==> src/rtl/timer_uart_pkg.sv <==
// Shared constants, state encodings and the BCD-to-ASCII helper for the timer serial reporter.
package timer_uart_pkg;

   localparam logic [7:0] ZERO  = 8'h30;
   localparam logic [7:0] COLON = 8'h3A;
   localparam logic [7:0] SPACE = 8'h20;
   localparam logic [7:0] BANG  = 8'h21;
   localparam logic [7:0] QMARK = 8'h3F;
   localparam logic [7:0] CR    = 8'h0D;
   localparam logic [7:0] LF    = 8'h0A;

   localparam int FRAME_LEN     = 8;
   localparam int BITS_PER_BYTE = 8;

   typedef enum logic [2:0] {
      IDLE,
      WAIT_CTS,
      START,
      DATA,
      STOP
   } frameState_e;

   typedef enum logic [1:0] {
      BIT_IDLE,
      BIT_START,
      BIT_DATA,
      BIT_STOP
   } bitPhase_e;

   // Digits above 9 cannot be shown as a decimal character, so they become '?'.
   function automatic logic [7:0] bcd_ascii(input logic [3:0] d);
      return (d <= 4'd9) ? (ZERO + {4'b0000, d}) : QMARK;
   endfunction

endpackage

==> src/rtl/timer_uart_tx_byte.sv <==
// One-byte 8N1 serializer: a go pulse starts start/data/stop, with phase-end pulses back to the frame FSM.
module uart_tx_byte
   import timer_uart_pkg::*;
#(
   parameter int DIV = 16
)
(
   input  logic       clk_i,
   input  logic       reset_i,
   input  logic       go_i,
   input  logic [7:0] data_i,
   output logic       tx_o,
   output logic       startEnd_o,
   output logic       dataEnd_o,
   output logic       done_o
);

   localparam int            CW        = $clog2(DIV);
   localparam logic [CW-1:0] LAST_TICK = CW'(DIV - 1);
   localparam logic [2:0]    LAST_BIT  = 3'(BITS_PER_BYTE - 1);

   bitPhase_e     phase_q, phase_d;
   logic [CW-1:0] baud_q, baud_d;
   logic [2:0]    bitIdx_q, bitIdx_d;
   logic [7:0]    shift_q, shift_d;
   logic          tx_q, tx_d;
   logic          bitEnd;

   always_ff @(posedge clk_i) begin
      if (reset_i) begin
         phase_q  <= BIT_IDLE;
         baud_q   <= '0;
         bitIdx_q <= '0;
         shift_q  <= '0;
         tx_q     <= 1'b1;
      end else begin
         phase_q  <= phase_d;
         baud_q   <= baud_d;
         bitIdx_q <= bitIdx_d;
         shift_q  <= shift_d;
         tx_q     <= tx_d;
      end
   end

   // The line level is decided one cycle ahead so TX comes straight from a flop.
   always_comb begin
      phase_d    = phase_q;
      baud_d     = baud_q;
      bitIdx_d   = bitIdx_q;
      shift_d    = shift_q;
      tx_d       = tx_q;
      startEnd_o = 1'b0;
      dataEnd_o  = 1'b0;
      done_o     = 1'b0;
      bitEnd     = (baud_q == LAST_TICK);

      case (phase_q)
         BIT_IDLE: begin
            tx_d = 1'b1;
            if (go_i) begin
               phase_d = BIT_START;
               shift_d = data_i;
               baud_d  = '0;
               tx_d    = 1'b0;
            end
         end
         BIT_START: begin
            if (bitEnd) begin
               baud_d     = '0;
               bitIdx_d   = '0;
               phase_d    = BIT_DATA;
               tx_d       = shift_q[0];
               startEnd_o = 1'b1;
            end else begin
               baud_d = baud_q + 1'b1;
            end
         end
         BIT_DATA: begin
            if (bitEnd) begin
               baud_d = '0;
               if (bitIdx_q == LAST_BIT) begin
                  phase_d   = BIT_STOP;
                  tx_d      = 1'b1;
                  dataEnd_o = 1'b1;
               end else begin
                  bitIdx_d = bitIdx_q + 1'b1;
                  shift_d  = {1'b0, shift_q[7:1]};
                  tx_d     = shift_q[1];
               end
            end else begin
               baud_d = baud_q + 1'b1;
            end
         end
         BIT_STOP: begin
            if (bitEnd) begin
               baud_d  = '0;
               phase_d = BIT_IDLE;
               done_o  = 1'b1;
            end else begin
               baud_d = baud_q + 1'b1;
            end
         end
         default: begin
            phase_d = BIT_IDLE;
            tx_d    = 1'b1;
         end
      endcase
   end

   assign tx_o = tx_q;

endmodule

==> src/rtl/timer_uart_tx.sv <==
// Sends the latched MM:SS time and ended flag as an 8-byte ASCII line, gated by CTS at each byte boundary.
module timer_uart_tx
   import timer_uart_pkg::*;
#(
   parameter int CLK_HZ = 25175000,
   parameter int BAUD   = 9600
)
(
   input  logic       MCLK,
   input  logic       RST,
   input  logic       SEND,
   input  logic [2:0] MIN_1,
   input  logic [3:0] MIN_0,
   input  logic [2:0] SEC_1,
   input  logic [3:0] SEC_0,
   input  logic       ENDED,
   input  logic       CTS,
   output logic       TX,
   output logic       BUSY
);

   localparam int         DIV        = (CLK_HZ + BAUD / 2) / BAUD;
   localparam logic [2:0] LAST_INDEX = 3'(FRAME_LEN - 1);

   frameState_e state_q, state_d;
   logic [2:0]  index_q, index_d;
   logic        busy_q, busy_d;
   logic        ctsMeta_q, ctsSync_q;
   logic [2:0]  min1_q, sec1_q;
   logic [3:0]  min0_q, sec0_q;
   logic        ended_q;
   logic        accept;
   logic        go;
   logic [7:0]  byteData;
   logic        byteTx, startEnd, dataEnd, byteDone;

   uart_tx_byte #(
      .DIV (DIV)
   ) byteTxInst (
      .clk_i      (MCLK),
      .reset_i    (RST),
      .go_i       (go),
      .data_i     (byteData),
      .tx_o       (byteTx),
      .startEnd_o (startEnd),
      .dataEnd_o  (dataEnd),
      .done_o     (byteDone)
   );

   // CTS is asynchronous to MCLK, so only the second flop is ever looked at.
   always_ff @(posedge MCLK) begin
      if (RST) begin
         state_q   <= IDLE;
         index_q   <= '0;
         busy_q    <= 1'b0;
         ctsMeta_q <= 1'b0;
         ctsSync_q <= 1'b0;
         min1_q    <= '0;
         min0_q    <= '0;
         sec1_q    <= '0;
         sec0_q    <= '0;
         ended_q   <= 1'b0;
      end else begin
         state_q   <= state_d;
         index_q   <= index_d;
         busy_q    <= busy_d;
         ctsMeta_q <= CTS;
         ctsSync_q <= ctsMeta_q;
         if (accept) begin
            min1_q  <= MIN_1;
            min0_q  <= MIN_0;
            sec1_q  <= SEC_1;
            sec0_q  <= SEC_0;
            ended_q <= ENDED;
         end
      end
   end

   // Frame sequencing; bit timing lives in the serializer, which reports each phase end.
   always_comb begin
      state_d = state_q;
      index_d = index_q;
      busy_d  = busy_q;
      accept  = 1'b0;
      go      = 1'b0;

      case (state_q)
         IDLE: begin
            if (SEND) begin
               accept  = 1'b1;
               index_d = '0;
               busy_d  = 1'b1;
               state_d = WAIT_CTS;
            end
         end
         WAIT_CTS: begin
            if (ctsSync_q) begin
               go      = 1'b1;
               state_d = START;
            end
         end
         START: begin
            if (startEnd) begin
               state_d = DATA;
            end
         end
         DATA: begin
            if (dataEnd) begin
               state_d = STOP;
            end
         end
         STOP: begin
            if (byteDone) begin
               if (index_q == LAST_INDEX) begin
                  busy_d  = 1'b0;
                  state_d = IDLE;
               end else begin
                  index_d = index_q + 1'b1;
                  state_d = WAIT_CTS;
               end
            end
         end
         default: begin
            busy_d  = 1'b0;
            state_d = IDLE;
         end
      endcase
   end

   // Byte mux for the "MM:SSs\r\n" line; the tens digits are only 3 bits wide.
   always_comb begin
      byteData = LF;
      case (index_q)
         3'd0:    byteData = bcd_ascii({1'b0, min1_q});
         3'd1:    byteData = bcd_ascii(min0_q);
         3'd2:    byteData = COLON;
         3'd3:    byteData = bcd_ascii({1'b0, sec1_q});
         3'd4:    byteData = bcd_ascii(sec0_q);
         3'd5:    byteData = ended_q ? BANG : SPACE;
         3'd6:    byteData = CR;
         default: byteData = LF;
      endcase
   end

   assign TX   = byteTx;
   assign BUSY = busy_q;

endmodule

==> config.mk <==
export PLATFORM = sky130hd
export DESIGN_NAME = timer_uart_tx
export DESIGN_NICKNAME = d
export VERILOG_FILES = /design/src/rtl/timer_uart_pkg.sv /design/src/rtl/timer_uart_tx_byte.sv /design/src/rtl/timer_uart_tx.sv
export SDC_FILE = /design/constraint.sdc
export NUM_CORES = 1
export LEC_CHECK = 0
export BUFFER_PORTS_ARGS = -buffer_cell sky130_fd_sc_hd__buf_2
export CAP_MARGIN = 20
export CORE_ASPECT_RATIO = 0.9
export CORE_MARGIN = 1
export CORE_UTILIZATION = 44
export CTS_BUF_LIST = sky130_fd_sc_hd__clkbuf_4 sky130_fd_sc_hd__clkbuf_8 sky130_fd_sc_hd__clkbuf_16
export CTS_CLUSTER_SIZE = 12
export DETAILED_ROUTE_END_ITERATION = 8
export SLEW_MARGIN = 40
export SYNTH_ARGS = -nofsm -noshare
export SYNTH_HDL_FRONTEND = slang
export SYNTH_HIERARCHICAL = 1
export SYNTH_SLANG_ARGS = --single-unit
==> constraint.sdc <==
create_clock -name MCLK -period 2.2 [get_ports MCLK]
set_input_delay 0.22 -clock MCLK [delete_from_list [all_inputs] [get_ports MCLK]]
set_output_delay 0.22 -clock MCLK [all_outputs]
set_load 0.01 [all_outputs]
==> out/results.ini <==
[synthesis]
syn_avg_cell_area_sq_um=8.41
synth_seq_cells=50
synth-edff-count=0
async_reset_ff_frac=0
ys.flop_type=dfxtp_1
synth_cells=331
synth_common_cells=dfxtp_1 (50), nand2_1 (42), a21oi_1 (39)
synth_top_cell_by_area=dfxtp_1
ys.warnings.count=6
seq_area_frac_synth=0.360
syn_area_sq_um=2780
synth_area_leaders=dfxtp_1 (36%), a21oi_1 (7.0%), ha_1 (6.7%)
synth_cell_types=53
synth_top_cell_area_share=0.360
synth_most_common_cell=dfxtp_1

[placed_design]
io_buffers=20
gp_congestion=0.761
dp_hpwl_mm=4.46

[critical_path]
rr_endpoint=index_q[0]
crit_family=simple AND/OR/NAND/NOR gates
arrival_ps=2250
critPathCaptureType=register
cp_slowest_cell=dfxtp_1
crit_path_max_fanout=6
path_buf_inv=0
worst-r2r-cell-count=6
worstSetupPathType=register to register
required_ps=2450
cp_cell_sequence=nand4_1 -> nor4_4 -> and2_4 -> nand3b_1 -> or4_1 -> o22ai_1
r2r_slack_ps=190
slowest_delay_ps=450
cp-start-kind=register
r2r-start=byteTxInst/baud_q[3]

[grt]
grt.total_usage=0.199
antenna_found_initial=0
overflow=0
grt_pass1_wl_mm=10.8
grt_pass1_vias=2274
grt_start_max_net_pins=34

[die]
chipHeight_um=77.4
initial_core_util=0.455
die_x_um=85.8
core_area_sq_um=6110
die-area_sq_um=6650
rows=27
ios=21

[sta]
finalSetupViolCount=0
tightest_slew_ps=621
fin_hold_ws_ps=104
finalMaxSlewViolations=0
slew_headroom=0.586
fin_setup_tns_ps=0
max_clock_freq_mhz=499
period_minus_slack_ps=2010
period_share=0.912
grt_setup_unrepaired=no
hold_violations=0
fin_skew_ps=12.8

[final_layout]
drive_gt1_frac=0.156
nets=392
n_antenna_cell=0
areaGrowthSynthToFinish_pct=12.9

[run]
maxCapViolCount=0

[power]
total_power_w=0.00246
power_density_nw_per_um2=784
seqPwrFrac=0.449
ir_worst_vdd_mv=0.391
switching_share=0.353
switchingPower_w=0.000870
power_frac_clock=0.234
p_leak_nw=1.19
power.internal_w=0.00159
p_comb_frac=0.317

[worst_hold_path]
hp-start=CTS
hold_end=ctsMeta_q
min_path_type=primary input to register
hold_depth=2

[drt]
drtAntennaViolNets=0
wl_per_cell_um=13.8
remaining_drc_errors=0
drtIter0Drc=128
post_drt_via_cell_ratio=5.35
routed_wirelength_mm=6.16
dr.pass1.iters=4
via_count=2384

[cts]
cts_root_buf=clkbuf_8
post_cts_buffers=0
cts.path.max_buffers=2
clk_pin_slew_ps=110
numCtsBuffers=5
cts_tree=built
cts_sinks=50
worstSkewPairLatency_ps=310
htreeDepth=2

[status]
outcome=finished clean

## power groups by stage
stage               sequential (W)  combinational [W]  clock, W
floorplan                  0.00111           0.000556         0
global placement           0.00112           0.000766         0
detailed placement         0.00112           0.000772         0
CTS                        0.00110           0.000775  0.000600
global route               0.00112           0.000874  0.000627
finish                     0.00111           0.000781  0.000576
## per-stage QoR
stage	setup WS, ps	instance area [sq um]	std cells	util
final	194	3140	446	0.514
after global routing	30.0	3140	446	0.514
after CTS	52.3	3130	446	0.511
after detailed placement	78.1	3030	438	0.496
after global placement	163	3030	438	0.496
after floorplan	67.2	2790	332	-
## cell families after synthesis
logic type,Yosys count,share of synthesized area
mux,13,0.0468
xor+xnor,1,0.00315
other cells,1,0.00135
simple gates,122,0.248
flops,50,0.360
compound gates,96,0.218
fa+ha+maj,15,0.0674
buf+inv,33,0.0558
## registers in the layout, summed over array words and instances, names as in the netlist
register / count
BUSY: 1
byteTxInst/baud_q: 12
byteTxInst/bitIdx_q: 3
byteTxInst/phase_q: 2
byteTxInst/shift_q: 8
byteTxInst/tx_o: 1
ctsMeta_q: 1
ctsSync_q: 1
ended_q: 1
index_q: 3
min0_q: 4
min1_q: 3
sec0_q: 4
sec1_q: 3
state_q: 3
## layer usage
layer | vias up | GRT usage | wire [um]
met5 | - | 0 | 0
met4 | 0 | 0.0500 | 68
met3 | 8 | 0.0383 | 132
met2 | 17 | 0.294 | 2420
met1 | 1097 | 0.295 | 3540
li1 | 1262 | - | -
## worst reg2reg max path, delay by kind of cell (launching register included)
kind | cells | cell delay (ps)
AOI/OAI and AO/OA | 1 | 170
and+or+nand+nor | 5 | 1330
DFF | 1 | 450
## area by class of cell
type / count / area, sq um
inverters: 15 / 56.3
multi-input cells: 249 / 1650
well taps: 87 / 109
clock inverters: 3 / 26.3
flip-flops and latches: 50 / 1000
clock buffers: 5 / 68.8
fillers: 596 / 2970
repair buffers: 37 / 228
## placed cells by master, fill, tap and decap left out, types with 2 or more instances in the layout
master	netlist	final
and4_1	2	2
a221o_1	2	2
and3_1	2	2
a22o_1	2	2
and3b_1	3	3
mux2i_1	13	13
a31oi_1	2	2
buf_4	0	17
nand2b_1	7	7
o32ai_1	2	2
clkbuf_8	0	5
o211ai_1	2	2
buf_2	4	20
conb_1	1	2
nor2_1	12	12
nand2_1	42	42
o41ai_1	2	2
or4_1	3	2
a211oi_1	17	17
nor3_1	6	6
nor2b_1	4	4
o41a_2	2	2
inv_6	0	2
nand3b_1	5	5
or3_1	5	5
inv_1	15	15
a21oi_1	39	39
dfxtp_1	50	50
and2_1	3	2
o21ai_0	18	18
ha_1	15	15
nand4_1	10	10
nand3_1	7	7
## worst max-delay path by stage
stage                               from    endpoint  cells after the start
floorplan           byteTxInst/baud_q[0]  index_q[0]                      7
global placement    byteTxInst/baud_q[1]  state_q[1]                      8
detailed placement  byteTxInst/baud_q[1]  index_q[0]                      8
CTS                 byteTxInst/baud_q[1]  index_q[0]                      8
global route        byteTxInst/baud_q[1]  state_q[1]                      8
finish              byteTxInst/baud_q[3]  index_q[0]                      6
## what timing repair did
item / 4_1_cts / 5_1_grt
resized for setup: 0 / 3
hold buffers: 0 / 0
endpoints found under the setup margin: 0 / 5
Power figures use the tool's default switching activity.
